## src/rtl/rr_slot_scheduler_if.sv

```systemverilog
// -----------------------------------------------------------------------------
// rr_slot_scheduler_if
//   Bundles the request/grant signals of the round-robin slot scheduler.
//   Ports (as seen from the scheduler, modport slave):
//     req        in   N           request vector, bit i held while i wants the resource
//     grant      out  N           registered one-hot grant, all-zero when unowned
//     grant_idx  out  IW          index of the current or last owner
//     slot_count out  CW          cycles elapsed in the current tenure
//     busy       out  1           |grant
//     timeout    out  1           one-cycle pulse after a counter-ended tenure
//   Modport master is the requester side (drives req, observes the rest).
//   N and T must match the parameters of the scheduler instance.
// -----------------------------------------------------------------------------
`timescale 1ns/1ps
interface rr_slot_scheduler_if #(
  parameter int N = 4,
  parameter int T = 16
);
  localparam int IW = (N > 1) ? $clog2(N) : 1;
  localparam int CW = (T > 1) ? $clog2(T) : 1;

  logic [N-1:0]  req;
  logic [N-1:0]  grant;
  logic [IW-1:0] grant_idx;
  logic [CW-1:0] slot_count;
  logic          busy;
  logic          timeout;

  modport master (
    output req,
    input  grant, grant_idx, slot_count, busy, timeout
  );

  modport slave (
    input  req,
    output grant, grant_idx, slot_count, busy, timeout
  );
endinterface

```

## src/rtl/rr_slot_scheduler.sv

```systemverilog
// -----------------------------------------------------------------------------
// rr_slot_scheduler
//   Round-robin time-slot scheduler sharing one resource among N requesters.
//   Each tenure lasts while the owner keeps requesting, up to T cycles; then
//   the owner is pre-empted and the next requester in round-robin order wins.
//   Ports:
//     clk    in   system clock, rising edge
//     rst_n  in   asynchronous active-low reset
//     bus    rr_slot_scheduler_if.slave (req in; grant, grant_idx, slot_count,
//            busy, timeout out)
//   Optional build macro:
//     RR_SLOT_GAP_EN - every tenure end passes through a one-cycle GAP state
//                      with the resource unowned before the next arbitration.
// -----------------------------------------------------------------------------
`timescale 1ns/1ps
module rr_slot_scheduler #(
  parameter int N = 4,
  parameter int T = 16
) (
  input  logic                 clk,
  input  logic                 rst_n,
  rr_slot_scheduler_if.slave   bus
);

  localparam int IW = (N > 1) ? $clog2(N) : 1;
  localparam int CW = (T > 1) ? $clog2(T) : 1;

  typedef enum logic [1:0] {
    S_IDLE  = 2'd0,
    S_GRANT = 2'd1,
    S_GAP   = 2'd2
  } state_t;

  state_t        state_q, state_d;
  logic [N-1:0]  grant_q, grant_d;
  logic [IW-1:0] idx_q, idx_d;
  logic [CW-1:0] cnt_q, cnt_d;
  logic          timeout_q, timeout_d;
  logic [IW-1:0] last_q, last_d;

  // Arbitration base: at a tenure end the current owner becomes "last" on the
  // same edge, so while granted the scan starts after the owner. This puts a
  // pre-empted owner at the lowest priority of the next round.
  logic [IW-1:0] base;
  logic          win_vld;
  logic [IW-1:0] win_idx;
  logic [IW-1:0] scan_idx;

  always_comb begin
    base     = (state_q == S_GRANT) ? idx_q : last_q;
    win_vld  = 1'b0;
    win_idx  = '0;
    scan_idx = '0;
    // Scan from lowest to highest priority so the highest-priority hit
    // is the last one written.
    for (int k = N; k >= 1; k--) begin
      scan_idx = IW'((int'(base) + k) % N);
      if (bus.req[scan_idx]) begin
        win_vld = 1'b1;
        win_idx = scan_idx;
      end
    end
  end

  logic own_req;
  logic at_max;

  assign own_req = bus.req[idx_q];
  assign at_max  = (cnt_q == CW'(T - 1));

  always_comb begin
    state_d   = state_q;
    grant_d   = grant_q;
    idx_d     = idx_q;
    cnt_d     = cnt_q;
    timeout_d = 1'b0;
    last_d    = last_q;

    case (state_q)
      S_GRANT: begin
        if (own_req && !at_max) begin
          cnt_d = cnt_q + 1'b1;
        end else begin
          // Tenure ends: release wins over a coincident counter expiry.
          last_d    = idx_q;
          timeout_d = own_req;
          cnt_d     = '0;
`ifdef RR_SLOT_GAP_EN
          grant_d   = '0;
          state_d   = S_GAP;
`else
          grant_d   = '0;
          if (win_vld) begin
            grant_d[win_idx] = 1'b1;
            idx_d            = win_idx;
            state_d          = S_GRANT;
          end else begin
            state_d          = S_IDLE;
          end
`endif
        end
      end

      default: begin
        // S_IDLE and S_GAP both arbitrate on the sampled requests.
        grant_d = '0;
        cnt_d   = '0;
        if (win_vld) begin
          grant_d[win_idx] = 1'b1;
          idx_d            = win_idx;
          state_d          = S_GRANT;
        end else begin
          state_d          = S_IDLE;
        end
      end
    endcase
  end

  always_ff @(posedge clk or negedge rst_n) begin
    if (!rst_n) begin
      state_q   <= S_IDLE;
      grant_q   <= '0;
      idx_q     <= '0;
      cnt_q     <= '0;
      timeout_q <= 1'b0;
      last_q    <= IW'(N - 1);
    end else begin
      state_q   <= state_d;
      grant_q   <= grant_d;
      idx_q     <= idx_d;
      cnt_q     <= cnt_d;
      timeout_q <= timeout_d;
      last_q    <= last_d;
    end
  end

  assign bus.grant      = grant_q;
  assign bus.grant_idx  = idx_q;
  assign bus.slot_count = cnt_q;
  assign bus.busy       = |grant_q;
  assign bus.timeout    = timeout_q;

endmodule

```

## src/flat_wrapper.sv

```systemverilog
// flat-port wrapper written by rule: the top's interface ports become plain ports
module rr_slot_scheduler_flat 
#(
  parameter int N = 4,
  parameter int T = 16
)
  (clk, rst_n, bus_req, bus_grant, bus_grant_idx, bus_slot_count, bus_busy, bus_timeout);
  rr_slot_scheduler_if #(.N(N), .T(T)) bus_i ();
  input  logic clk;
  input  logic rst_n;
  input wire logic [$bits(bus_i.req)-1:0] bus_req;
  output wire logic [$bits(bus_i.grant)-1:0] bus_grant;
  output wire logic [$bits(bus_i.grant_idx)-1:0] bus_grant_idx;
  output wire logic [$bits(bus_i.slot_count)-1:0] bus_slot_count;
  output wire logic [$bits(bus_i.busy)-1:0] bus_busy;
  output wire logic [$bits(bus_i.timeout)-1:0] bus_timeout;
  assign bus_i.req = bus_req;
  assign bus_grant = bus_i.grant;
  assign bus_grant_idx = bus_i.grant_idx;
  assign bus_slot_count = bus_i.slot_count;
  assign bus_busy = bus_i.busy;
  assign bus_timeout = bus_i.timeout;
  rr_slot_scheduler #(.N(N), .T(T)) u_core (.clk(clk), .rst_n(rst_n), .bus(bus_i));
endmodule
```

## config.mk

```make
export PLATFORM = sky130hd
export DESIGN_NAME = rr_slot_scheduler_flat
export DESIGN_NICKNAME = d
export VERILOG_FILES = /design/src/rtl/rr_slot_scheduler_if.sv /design/src/rtl/rr_slot_scheduler.sv /design/src/flat_wrapper.sv
export SDC_FILE = /design/constraint.sdc
export NUM_CORES = 1
export LEC_CHECK = 0
export ABC_AREA = 1
export CORE_MARGIN = 3
export CORE_UTILIZATION = 42
export CTS_CLUSTER_SIZE = 30
export DETAILED_ROUTE_END_ITERATION = 10
export HOLD_SLACK_MARGIN = 0.06
export PLACE_DENSITY = 0.7
export REMOVE_ABC_BUFFERS = 1
export SYNTH_ARGS = -nofsm -noshare
export SYNTH_HDL_FRONTEND = slang
export SYNTH_SLANG_ARGS = --single-unit
```

## constraint.sdc

```tcl
create_clock -name clk -period 1.3 [get_ports clk]
set_input_delay 0.325 -clock clk [delete_from_list [all_inputs] [get_ports clk]]
set_output_delay 0.325 -clock clk [all_outputs]
set_load 0.05 [all_outputs]
```

==> summary.md <==
| Metric | Value |
|---|---|
| I/O Buffers | `17` |
| Tcrit/Tclk final | `136%` |
| Max_cap viols | `0` |
| Synth top area share | `between 30% and 40%` |
| Synthesized area | `890 µm²` |
| Cells after Synth | `~130` |
| Most common cell in the netlist | `nand2_1` |
| Core area | `about 2000 µm²` |
| First-pass DRT Iterations | `4` |
| Fin worst setup slack | `-0.462 ns` |
| FF-to-FF setup slack | `-0.43 ns` |
| Layout area overhead | `106%` |
| Max clock buf depth | `2` |
| Slew HR | `82.3%` |
| CTS Sinks | `14` |
| H-tree levels | `1` |
| Synth top cells by count | `52 x nand2_1, 12 x dfrtp_1, 12 x inv_1, 11 x nand3_1` |
| IO Pins | `18` |
| Tmin final | `roughly 1.8 ns` |
| Setup violators final | `22` |
| Synth area leaders | `dfrtp_1 34%, nand2_1 22%, nand3_1 6.2%` |
| Hold Fails Final Rpt | `0` |
| Startpoint types | `flip-flop` |
| Starting Density | `44.9%` |
| Final ANT Viol Nets | `0` |
| CTS root buf | `clkbuf_4` |
| CP Capture Type | `output pin` |
| Die height | `52.0 µm` |
| Max FO, Critical Path | `2` |
| Die ar. | `~2700 µm²` |
| Slew @ Worst Pin | `about 0.26 ns` |
| Vias in the first global route | `roughly 1000` |
| Initial antenna violation count | `0` |
| Avg Vias per Cell | `5.56` |
| Async SR Flop Fraction | `100%` |
| CP Class | `reg2out` |
| YS warnings | `0` |
| RR Startpoint | `u_core.last_q[0]` |
| CTS clk-pin slew, worst paths | `~0.11 ns` |
| Post-Synth Simple-Gate Area | `roughly 44%` |
| Fraction of synthesized area in multiplexers | `0%` |
| Compound-Gate Fraction of Synth Area | `under 10%` |
| Gpl congestion | `between 0.8 and 0.9` |
| Fraction of layout instances using a drive strength above 1 | `between 60% and 70%` |
| Number of flops mapped to enable cells by yosys | `0` |
| DRC violations left | `0` |
| HPWL Detailed | `approximately 1800 µm` |
| Largest net degree at the start of global routing | `15` |
| Status | `finished with violations` |
| Failing checks | `negative setup slack` |
| First-pass GRT wire length | `about 4800 µm` |
| Adder-Cell Fraction of Synth Area | `under 10%` |
| Num CTS Buffers | `3` |
| Register area share after synthesis | `roughly 40%` |
| Worst path required time | `just under 1 ns` |
| Clk_lat worst skew | `between 0.3 and 0.4 ns` |
| Main synth FF type | `dfrtp_1` |
| FILL cells | `75` |
| Max Fclk | `roughly 0.57 GHz` |
| Synthesized flop and latch total | `14` |
| Routed len/inst | `18.4 µm` |
| Fin nets | `~200` |
| Post-synthesis xor/xnor area fraction | `between 1.5 and 2%` |
| Post-synthesis cell type count | `22` |
| Routed WL | `around 4000 µm` |
| Origin of the worst setup path | `u_core.bus.grant[2]` |
| Syn_area_per_cell | `6.90 µm²` |
| Total GRT Usage | `24.8%` |
| Largest family of logic cells by synthesized area | `simple AND/OR/NAND/NOR gates` |
| GRT overflow | `0` |
| CP Data Arrival Time | `about 1.4 ns` |
| Clock Skew | `between 0.01 and 0.015 ns` |
| Via count | `approximately 1200` |
| Tightest Hold Check Type | `in2async` |
| Fin. max-slew vios | `0` |
| RSZ-0062 raised after global routing | `true` |
| ANT cells | `0` |
| Util after Layout | `92.6%` |
| CTS tree | `done` |
| Die W | `around 52 µm` |
| Area leader, netlist | `dfrtp_1` |
| 1st-iter DRT viols | `44` |
| Core Rows | `16` |
[placed cells by master, fill, tap and decap left out, drive strengths merged]
| cell | instances |
|---|---|
| or4 | 1 |
| nand4 | 2 |
| nor3 | 1 |
| dlygate4sd2 | 1 |
| a21oi | 2 |
| buf | 50 |
| dfrtp | 12 |
| inv | 16 |
| xnor2 | 1 |
| ha | 1 |
| clkbuf | 4 |
| o21bai | 1 |
| xor2 | 1 |
| o21ai | 6 |
| nor2 | 9 |
| nand3 | 12 |
| nand2 | 61 |
| clkdlybuf4s50 | 4 |
| clkinv | 1 |
| dfstp | 2 |
[final cells by class]
type	instances	area [µm²]	area share [%]
clock buffer	4	36.3	1.98
inverter	17	71.3	3.89
multi-input combinational	98	712	38.8
sequential	14	355	19.4
tap	27	33.8	1.84
timing repair buffer	55	626	34.1
[sequential cells by signal, summed over array words and instances, names as in the netlist]
name / count
u_core.last_q: 2
u_core.bus.grant_idx: 2
u_core.bus.grant: 4
u_core.bus.timeout: 1
u_core.bus.slot_count: 4
u_core.state_q: 1
[metal layers]
layer,track usage [%],vias to the layer above,wire length (µm)
li1,-,521,-
met1,28.4,564,1370
met2,45.2,85,2080
met3,6.59,25,334
met4,6.11,0,175
met5,0,-,0
[final timing paths]
path,endpoint,cells past startpoint
worst min-delay path,u_core.bus.timeout,2
worst max-delay path,bus_busy,2
worst min register to register,u_core.last_q[1],2
min in group clk,u_core.last_q[1],2
max in group asynchronous,u_core.last_q[0],2
worst max register to register,u_core.bus.grant[0],11
[cell families after synthesis]
| family | Yosys count |
|---|---|
| flip-flops | 14 |
| buffers and inverters | 17 |
| XOR/XNOR | 2 |
| AND/OR/NAND/NOR | 86 |
| adder cells (fa/ha/maj) | 1 |
| AO/OA/AOI/OAI | 9 |
[repair_timing]
action	4_1_cts	5_1_grt
gates resized for setup	55	39
endpoints found under the setup margin	22	25
setup buffers	8	13
pin swaps	16	14
hold buffers	0	0
[worst max-delay path, stage by stage, from the launching register on]
cell,delay (ns)
dfrtp_1,0.41
or4_4,0.55
buf_8,0.17
[through the flow]
step	hold WS, ns	worst slack [ns]	cells	area, µm²	setup TNS [ns]
after floorplan	0.0294	-0.429	129	890	-4.08
after global placement	0.489	-0.477	195	1370	-5.21
after detailed placement	0.507	-0.526	195	1370	-5.76
after CTS	0.339	-0.424	206	1610	-2.40
after global routing	0.329	-0.506	215	1830	-6.13
final	0.313	-0.462	215	1830	-5.15
Power is left out: the tool's default activity adds up to more than one toggle a clock period on the data nets, which glitch-free logic cannot reach.
